--- src/rtl/spi_pkg.sv ---
// rtl/spi_pkg.sv - shared state encoding and opcode constants for the SPI slave front end
// Purpose: FSM state encoding and the opcode map. These are used by spi_slave_param.
// Contents: state_t enum, OP_* opcode constants, op_needs_tx() opcode decode helper.
package spi_pkg;

   localparam logic [2:0] ST_IDLE_ENC    = 3'd0;
   localparam logic [2:0] ST_RX_ENC      = 3'd1;
   localparam logic [2:0] ST_TX_WAIT_ENC = 3'd2;
   localparam logic [2:0] ST_TX_ENC      = 3'd3;
   localparam logic [2:0] ST_DONE_ENC    = 3'd4;

   typedef enum logic [2:0] {
      ST_IDLE    = ST_IDLE_ENC,
      ST_RX      = ST_RX_ENC,
      ST_TX_WAIT = ST_TX_WAIT_ENC,
      ST_TX      = ST_TX_ENC,
      ST_DONE    = ST_DONE_ENC
   } state_t;

   // Top two opcode bits of a frame
   localparam logic [1:0] OP_WR_ADDR = 2'b00;
   localparam logic [1:0] OP_WR_DATA = 2'b01;
   localparam logic [1:0] OP_RD_ADDR = 2'b10;
   localparam logic [1:0] OP_RD_DATA = 2'b11;

   // Only the read-data opcode needs a word shifted back out on MISO.
   // The three other opcodes are forwarded to the memory side unchanged.
   function automatic logic op_needs_tx(input logic [1:0] op);
      case (op)
         OP_WR_ADDR, OP_WR_DATA, OP_RD_ADDR: return 1'b0;
         OP_RD_DATA:                         return 1'b1;
         default:                            return 1'b0;
      endcase
   endfunction

endpackage

--- src/rtl/spi_bit_counter.sv ---
// rtl/spi_bit_counter.sv - up-counter with synchronous clear, enable and terminal-count flag
// Purpose: Counts the bits of a frame, or the cycles spent waiting for tx data.
// Ports:
//   clk, rst_n : clock and synchronous active-low reset
//   clr        : clear the count to 0; takes priority over en
//   en         : increment the count by one
//   cnt        : current count
//   tc         : high while cnt == MAX-1
// Saturation is left to the caller: the caller drops en once the count reaches MAX.
module spi_bit_counter #(
   parameter int WIDTH = 4,
   parameter int MAX   = 8
) (
   input  logic             clk,
   input  logic             rst_n,
   input  logic             clr,
   input  logic             en,
   output logic [WIDTH-1:0] cnt,
   output logic             tc
);

   always_ff @(posedge clk) begin
      if (!rst_n) begin
         cnt <= '0;
      end else if (clr) begin
         cnt <= '0;
      end else if (en) begin
         cnt <= cnt + WIDTH'(1);
      end
   end

   assign tc = (cnt == WIDTH'(MAX - 1));

endmodule

--- src/rtl/spi_slave_param.sv ---
// rtl/spi_slave_param.sv - parametrised SPI slave framing one command per SS_n assertion
// Purpose: Shifts in one {opcode, payload} frame per SS_n assertion and presents it as a
//   one-cycle rx_valid pulse. For the read-data opcode it waits for tx_valid, accepts one word
//   and shifts that word out on MISO. It flags aborts and tx-wait timeouts on frame_err.
// Ports:
//   clk, rst_n           : clock (also the SPI bit clock) and synchronous active-low reset
//   SS_n, MOSI, MISO     : SPI select, serial in and serial out; MSB first
//   rx_data / rx_valid   : last complete frame / one-cycle pulse when it is new
//   tx_data / tx_valid   : read-back word from the memory side
//   tx_ready             : one-cycle pulse, tx_data taken this cycle
//   busy                 : high in any state other than IDLE
//   frame_err            : one-cycle pulse after an abort or a tx-wait timeout
module spi_slave_param
   import spi_pkg::*;
#(
   parameter int DATA_W      = 8,
   parameter int CMD_W       = 2,
   parameter int TX_WAIT_MAX = 16
) (
   input  logic                    clk,
   input  logic                    rst_n,
   input  logic                    SS_n,
   input  logic                    MOSI,
   output logic                    MISO,
   output logic [CMD_W+DATA_W-1:0] rx_data,
   output logic                    rx_valid,
   input  logic [DATA_W-1:0]       tx_data,
   input  logic                    tx_valid,
   output logic                    tx_ready,
   output logic                    busy,
   output logic                    frame_err
);

   localparam int FRAME_W = CMD_W + DATA_W;
   // The frame MSB is taken straight into rx_data on the last bit, so it is never stored.
   localparam int SREG_W  = FRAME_W - 1;
   localparam int BIT_W   = $clog2(FRAME_W + 1);
   localparam int WAIT_W  = $clog2(TX_WAIT_MAX + 1);

   state_t              state, state_nxt;
   logic [SREG_W-1:0]   sreg;
   logic [FRAME_W-1:0]  rx_frame;
   logic [BIT_W-1:0]    bit_cnt;
   logic [WAIT_W-1:0]   wait_cnt;
   logic                bit_tc, bit_en;
   logic                wait_tc, wait_en;
   logic                cnt_clr;
   logic                abort, timeout, accept;

   // The frame as it would look once the current MOSI bit is taken in.
   assign rx_frame = {sreg, MOSI};

   // Both counters restart whenever the FSM changes state.
   assign cnt_clr = (state_nxt != state);

   spi_bit_counter #(
      .WIDTH (BIT_W),
      .MAX   (FRAME_W)
   ) u_bit_cnt (
      .clk   (clk),
      .rst_n (rst_n),
      .clr   (cnt_clr),
      .en    (bit_en),
      .cnt   (bit_cnt),
      .tc    (bit_tc)
   );

   spi_bit_counter #(
      .WIDTH (WAIT_W),
      .MAX   (TX_WAIT_MAX)
   ) u_wait_cnt (
      .clk   (clk),
      .rst_n (rst_n),
      .clr   (cnt_clr),
      .en    (wait_en),
      .cnt   (wait_cnt),
      .tc    (wait_tc)
   );

   always_ff @(posedge clk) begin
      if (!rst_n) begin
         state <= ST_IDLE;
      end else begin
         state <= state_nxt;
      end
   end

   always_comb begin
      state_nxt = state;
      abort     = 1'b0;
      timeout   = 1'b0;
      accept    = 1'b0;
      bit_en    = 1'b0;
      wait_en   = 1'b0;
      case (state)
         ST_IDLE: begin
            if (!SS_n) begin
               state_nxt = ST_RX;
            end
         end
         ST_RX: begin
            // An abort on the last bit also lands here, so no rx_valid is raised for it.
            if (SS_n) begin
               abort     = 1'b1;
               state_nxt = ST_IDLE;
            end else begin
               bit_en = (bit_cnt != BIT_W'(FRAME_W));
               if (bit_tc) begin
                  state_nxt = op_needs_tx(rx_frame[FRAME_W-1 -: 2]) ? ST_TX_WAIT : ST_DONE;
               end
            end
         end
         ST_TX_WAIT: begin
            if (SS_n) begin
               abort     = 1'b1;
               state_nxt = ST_IDLE;
            end else begin
               wait_en = (wait_cnt != WAIT_W'(TX_WAIT_MAX));
               // If the word arrives on the expiry cycle, it is accepted and no timeout occurs.
               if (tx_valid) begin
                  accept    = 1'b1;
                  state_nxt = ST_TX;
               end else if (wait_tc) begin
                  timeout   = 1'b1;
                  state_nxt = ST_DONE;
               end
            end
         end
         ST_TX: begin
            if (SS_n) begin
               abort     = 1'b1;
               state_nxt = ST_IDLE;
            end else begin
               bit_en = (bit_cnt != BIT_W'(FRAME_W));
               if (bit_cnt == BIT_W'(DATA_W - 1)) begin
                  state_nxt = ST_DONE;
               end
            end
         end
         ST_DONE: begin
            if (SS_n) begin
               state_nxt = ST_IDLE;
            end
         end
         default: begin
            state_nxt = ST_IDLE;
         end
      endcase
   end

   always_ff @(posedge clk) begin
      if (!rst_n) begin
         sreg      <= '0;
         rx_data   <= '0;
         rx_valid  <= 1'b0;
         frame_err <= 1'b0;
      end else begin
         rx_valid  <= 1'b0;
         frame_err <= abort | timeout;
         if (state == ST_RX && !SS_n) begin
            sreg <= rx_frame[SREG_W-1:0];
            if (bit_tc) begin
               rx_data  <= rx_frame;
               rx_valid <= 1'b1;
            end
         end else if (accept) begin
            sreg[DATA_W-1:0] <= tx_data;
         end else if (state == ST_TX && !SS_n) begin
            sreg <= {sreg[SREG_W-2:0], 1'b0};
         end
      end
   end

   // MISO is driven straight from the stored bit, so the first bit appears one cycle after the accept.
   assign MISO     = (state == ST_TX) & sreg[DATA_W-1];
   assign tx_ready = accept;
   assign busy     = (state != ST_IDLE);

endmodule
--- config.mk ---
export PLATFORM = sky130hd
export DESIGN_NAME = spi_slave_param
export DESIGN_NICKNAME = d
export VERILOG_FILES = /design/src/rtl/spi_pkg.sv /design/src/rtl/spi_bit_counter.sv /design/src/rtl/spi_slave_param.sv
export SDC_FILE = /design/constraint.sdc
export NUM_CORES = 1
export LEC_CHECK = 0
export BUFFER_PORTS_ARGS = -buffer_cell sky130_fd_sc_hd__buf_2
export CORE_AREA = 5 5 69 71
export CTS_CLUSTER_SIZE = 24
export DETAILED_ROUTE_END_ITERATION = 7
export DIE_AREA = 0 0 74 76
export GPL_TIMING_DRIVEN = 0
export SLEW_MARGIN = 5
export SYNTH_ARGS = -nofsm -noshare
export SYNTH_HDL_FRONTEND = slang
export SYNTH_HIERARCHICAL = 1
export SYNTH_SLANG_ARGS = --single-unit
--- constraint.sdc ---
create_clock -name clk -period 2.7 [get_ports clk]
set_clock_uncertainty 0.1 [all_clocks]
set_input_delay 0.405 -clock clk [delete_from_list [all_inputs] [get_ports clk]]
set_output_delay 0.405 -clock clk [all_outputs]
set_load 0.005 [all_outputs]
==> impl_metrics.ini <==
[sta]
finalWorstPathRequiredPeriod_ns = 2.44
fin_crit_sh_pct = 90.3
setup_viol_count_final = 0
fin_setup_tns_ns = 0
final_hold_viol_count = 0
unrepaired_setup_endpoints_after_global_routing = no
worst_slew_margin_rel_pct = 69.9
final_max_slew_viol_count = 0
fmax_mhz = 410
max_slew.worst_pin.slew_ns = 0.452

[routing]
firstDrtPassIters = 4
ant_nets = 0
route.detailed.wl_per_inst_um = 12.8
drt-vias-per-instance = 5.14
detail_route.wirelength_mm = 3.60
routed-via-count = 1438
drt_drc_violations_left = 0
initialDrtViolationCount = 81

[setup_path]
worst_path_max_delay_cell = a222oi_1
startpoint_type = flip-flop
worst-r2r-setup-slack_ns = 0.26
worstPathBufferInverterCount = 0
critPathTopFamily = simple AND/OR/NAND/NOR gates
worstSetupEndpointType = flip-flop
critical_path.max_fanout = 6
timing.rr.end = u_wait_cnt/cnt[3]$_SDFFE_PP0P_
reg2regPathDepth = 9
critical_r2r_launch = u_wait_cnt/cnt[0]$_SDFFE_PP0P_
path_common_cell = ha_1
critical_path.max_stage_delay_ns = 0.41
cp.arrival_ns = 2.55
timing.critical_path.required_ns = 2.81
ordered_cell_list_for_the_critical_path = ha_1 -> and3_1 -> ha_1 -> nor2b_1 -> a222oi_1 -> o21a_1 -> o21ai_1 -> or3b_1 -> mux2i_1
worstSetupPathType = flip-flop to flip-flop

[clocking]
numCtsBuffers = 5
numClockSinks = 33
ctsRootBufferMaster = clkbuf_8
tritoncts = yes
ctsLongestPathBuffers = 2
worst_setup_hold_path_clk_slew_ns = 0.08
clkLatencyLatePin_ns = 0.29
cts_max_level = 2
ctsHoldBuffers = 0

[power_and_ir_drop]
static-leakage-power_nw = 0.759
report.power.total_mw = 1.10
vdd_ir_drop_max_v = 0.000253
power-per-cell-area_nw_per_um2 = 564

[synth]
synth_seq_cells = 33
syn-cell-area_sq_um = 1620
syn_area_per_cell_sq_um = 8.34
sequential_area_share_after_synthesis_pct = 40.8
synth_nets = 211
yosys_warnings = 6
synthesis.instances = 194
yosys_most_used_dff = dfxtp_1
number_of_synthesized_flops_with_an_enable_pin = 0
synth-async-reset-ratio_pct = 0
yosysUniqueCellTypes = 43

[global_route]
antenna_found_initial = 0
grt_first_pass_wirelength_mm = 6.18
grt_start_max_net_pins = 16
global_route.overflow_total = 0
number_of_global_route_vias_before_repair = 1357
grt_util_all_layers_pct = 13.7

[worst_hold_path]
whs_endpoint = rx_data[0]$_SDFFE_PN0P_
timing.hold.worst.start = MOSI
hold_class = input port to flip-flop
hold_depth = 3

[floorplan]
core_footprint_sq_um = 4170
row_count = 24
initial_core_utilization_pct = 38.8
io_pins = 28
die_width_um = 74
dieArea_sq_um = 5620
die_y_um = 76

[cells_and_area]
layout-drive-gt1-share_pct = 21.1
layout_commonest_cell = nand2_1
antenna-diode-count = 0
layout.nets = 244
layout.cells.most_common_list = nand2_1 (47), dfxtp_1 (33), buf_2 (29), nor2_1 (20), a21oi_1 (10)
fillers = 437
syn_to_final_growth_pct = 20.3

[placement]
io_buffers = 26
dp.final_hpwl_mm = 2.62
finalWeightedCongestion = 0.797

[flow_run]
max_cap_viols = 0

[run_status]
result_of_the_run = complete, no violations
power by group:
group | total, mW | switching [mW] | internal (mW)
clock | 0.556 | 0.189 | 0.367
sequential | 0.492 | 0.00300 | 0.489
combinational | 0.0493 | 0.0286 | 0.0207
total | 1.10 | 0.221 | 0.876
worst max-delay path by stage:
stage | start | end | slack [ns] | depth (start not counted)
after global routing | u_bit_cnt/cnt[0]$_SDFFE_PP0P_ | u_bit_cnt/cnt[3]$_SDFFE_PP0P_ | 0.04 | 9
final | u_wait_cnt/cnt[0]$_SDFFE_PP0P_ | u_wait_cnt/cnt[3]$_SDFFE_PP0P_ | 0.26 | 9
after global placement | u_bit_cnt/cnt[0]$_SDFFE_PP0P_ | u_wait_cnt/cnt[4]$_SDFFE_PP0P_ | 0.24 | 10
after CTS | u_wait_cnt/cnt[0]$_SDFFE_PP0P_ | u_wait_cnt/cnt[3]$_SDFFE_PP0P_ | 0.19 | 9
after detailed placement | u_wait_cnt/cnt[0]$_SDFFE_PP0P_ | u_wait_cnt/cnt[3]$_SDFFE_PP0P_ | 0.21 | 9
after floorplan | u_wait_cnt/cnt[0]$_SDFFE_PP0P_ | u_bit_cnt/cnt[3]$_SDFFE_PP0P_ | 0.42 | 9
cell usage after synthesis (all sizes together), types with 3 or more instances:
library cell	instances	area (sq um)
mux2i	4	40.0
a211oi	4	30.0
a21oi	10	50.1
nand3b	5	37.5
buf	9	67.6
dfxtp	33	661
ha	4	50.1
nor2	21	81.3
nand2b	5	31.3
a21boi	7	52.6
a311oi	7	61.3
o21ai	3	15.0
nor4	3	25.0
inv	4	15.0
nand2	48	183
through the flow:
stage                     utilization [%]  hold WS (ns)  setup WS, ns  cell area, sq um  instances
after floorplan                         -         0.344         0.416              1620        194
after global placement               43.4         0.340         0.242              1810        272
after detailed placement             43.4         0.351         0.209              1810        272
after CTS                            46.6         0.269         0.188              1950        280
after global routing                 46.6         0.298        0.0403              1950        280
final                                46.6         0.280         0.262              1950        280
worst min-delay path: stages:
cell and delay, ns:
buf_2 0.11, nand2_1 0.05, a21oi_1 0.06
flip-flops by register name (all words and copies together), names as in the netlist:
signal / cells
state: 3
sreg: 9
u_bit_cnt/cnt: 4
u_wait_cnt/cnt: 5
rx_data: 10
rx_valid: 1
frame_err: 1
metal layers:
| layer | track usage, % | routed length (um) | vias up |
|---|---|---|---|
| li1 | - | - | 744 |
| met1 | 17.5 | 1740 | 656 |
| met2 | 21.2 | 1590 | 28 |
| met3 | 4.49 | 195 | 10 |
| met4 | 4.89 | 72 | 0 |
| met5 | 0 | 0 | - |
cell families after synthesis:
kind of cell             share of synthesized area, %
multiplexers                                     2.47
AND/OR/NAND/NOR                                  29.9
buffers and inverters                            5.34
flip-flops                                       40.8
XOR/XNOR                                         1.08
AO/OA/AOI/OAI                                    17.2
adder cells (fa/ha/maj)                          3.09
repair_timing:
action,in CTS,in global routing
hold endpoints to repair,0,0
endpoints found under the setup margin,0,9
buffers inserted,0,0
gates resized for setup,0,1
layout make-up:
| class | instances | area [sq um] | share of cell area [%] |
|---|---|---|---|
| plain buffers | 10 | 71.3 | 3.66 |
| clock buffers | 5 | 68.8 | 3.53 |
| clock inverters | 3 | 65.1 | 3.34 |
| inverters | 4 | 15.0 | 0.771 |
| multi-input cells | 147 | 871 | 44.7 |
| flip-flops and latches | 33 | 661 | 33.9 |
| well taps | 52 | 65.1 | 3.34 |
| repair buffers | 26 | 130 | 6.68 |
(Power assumes the default switching activity.)
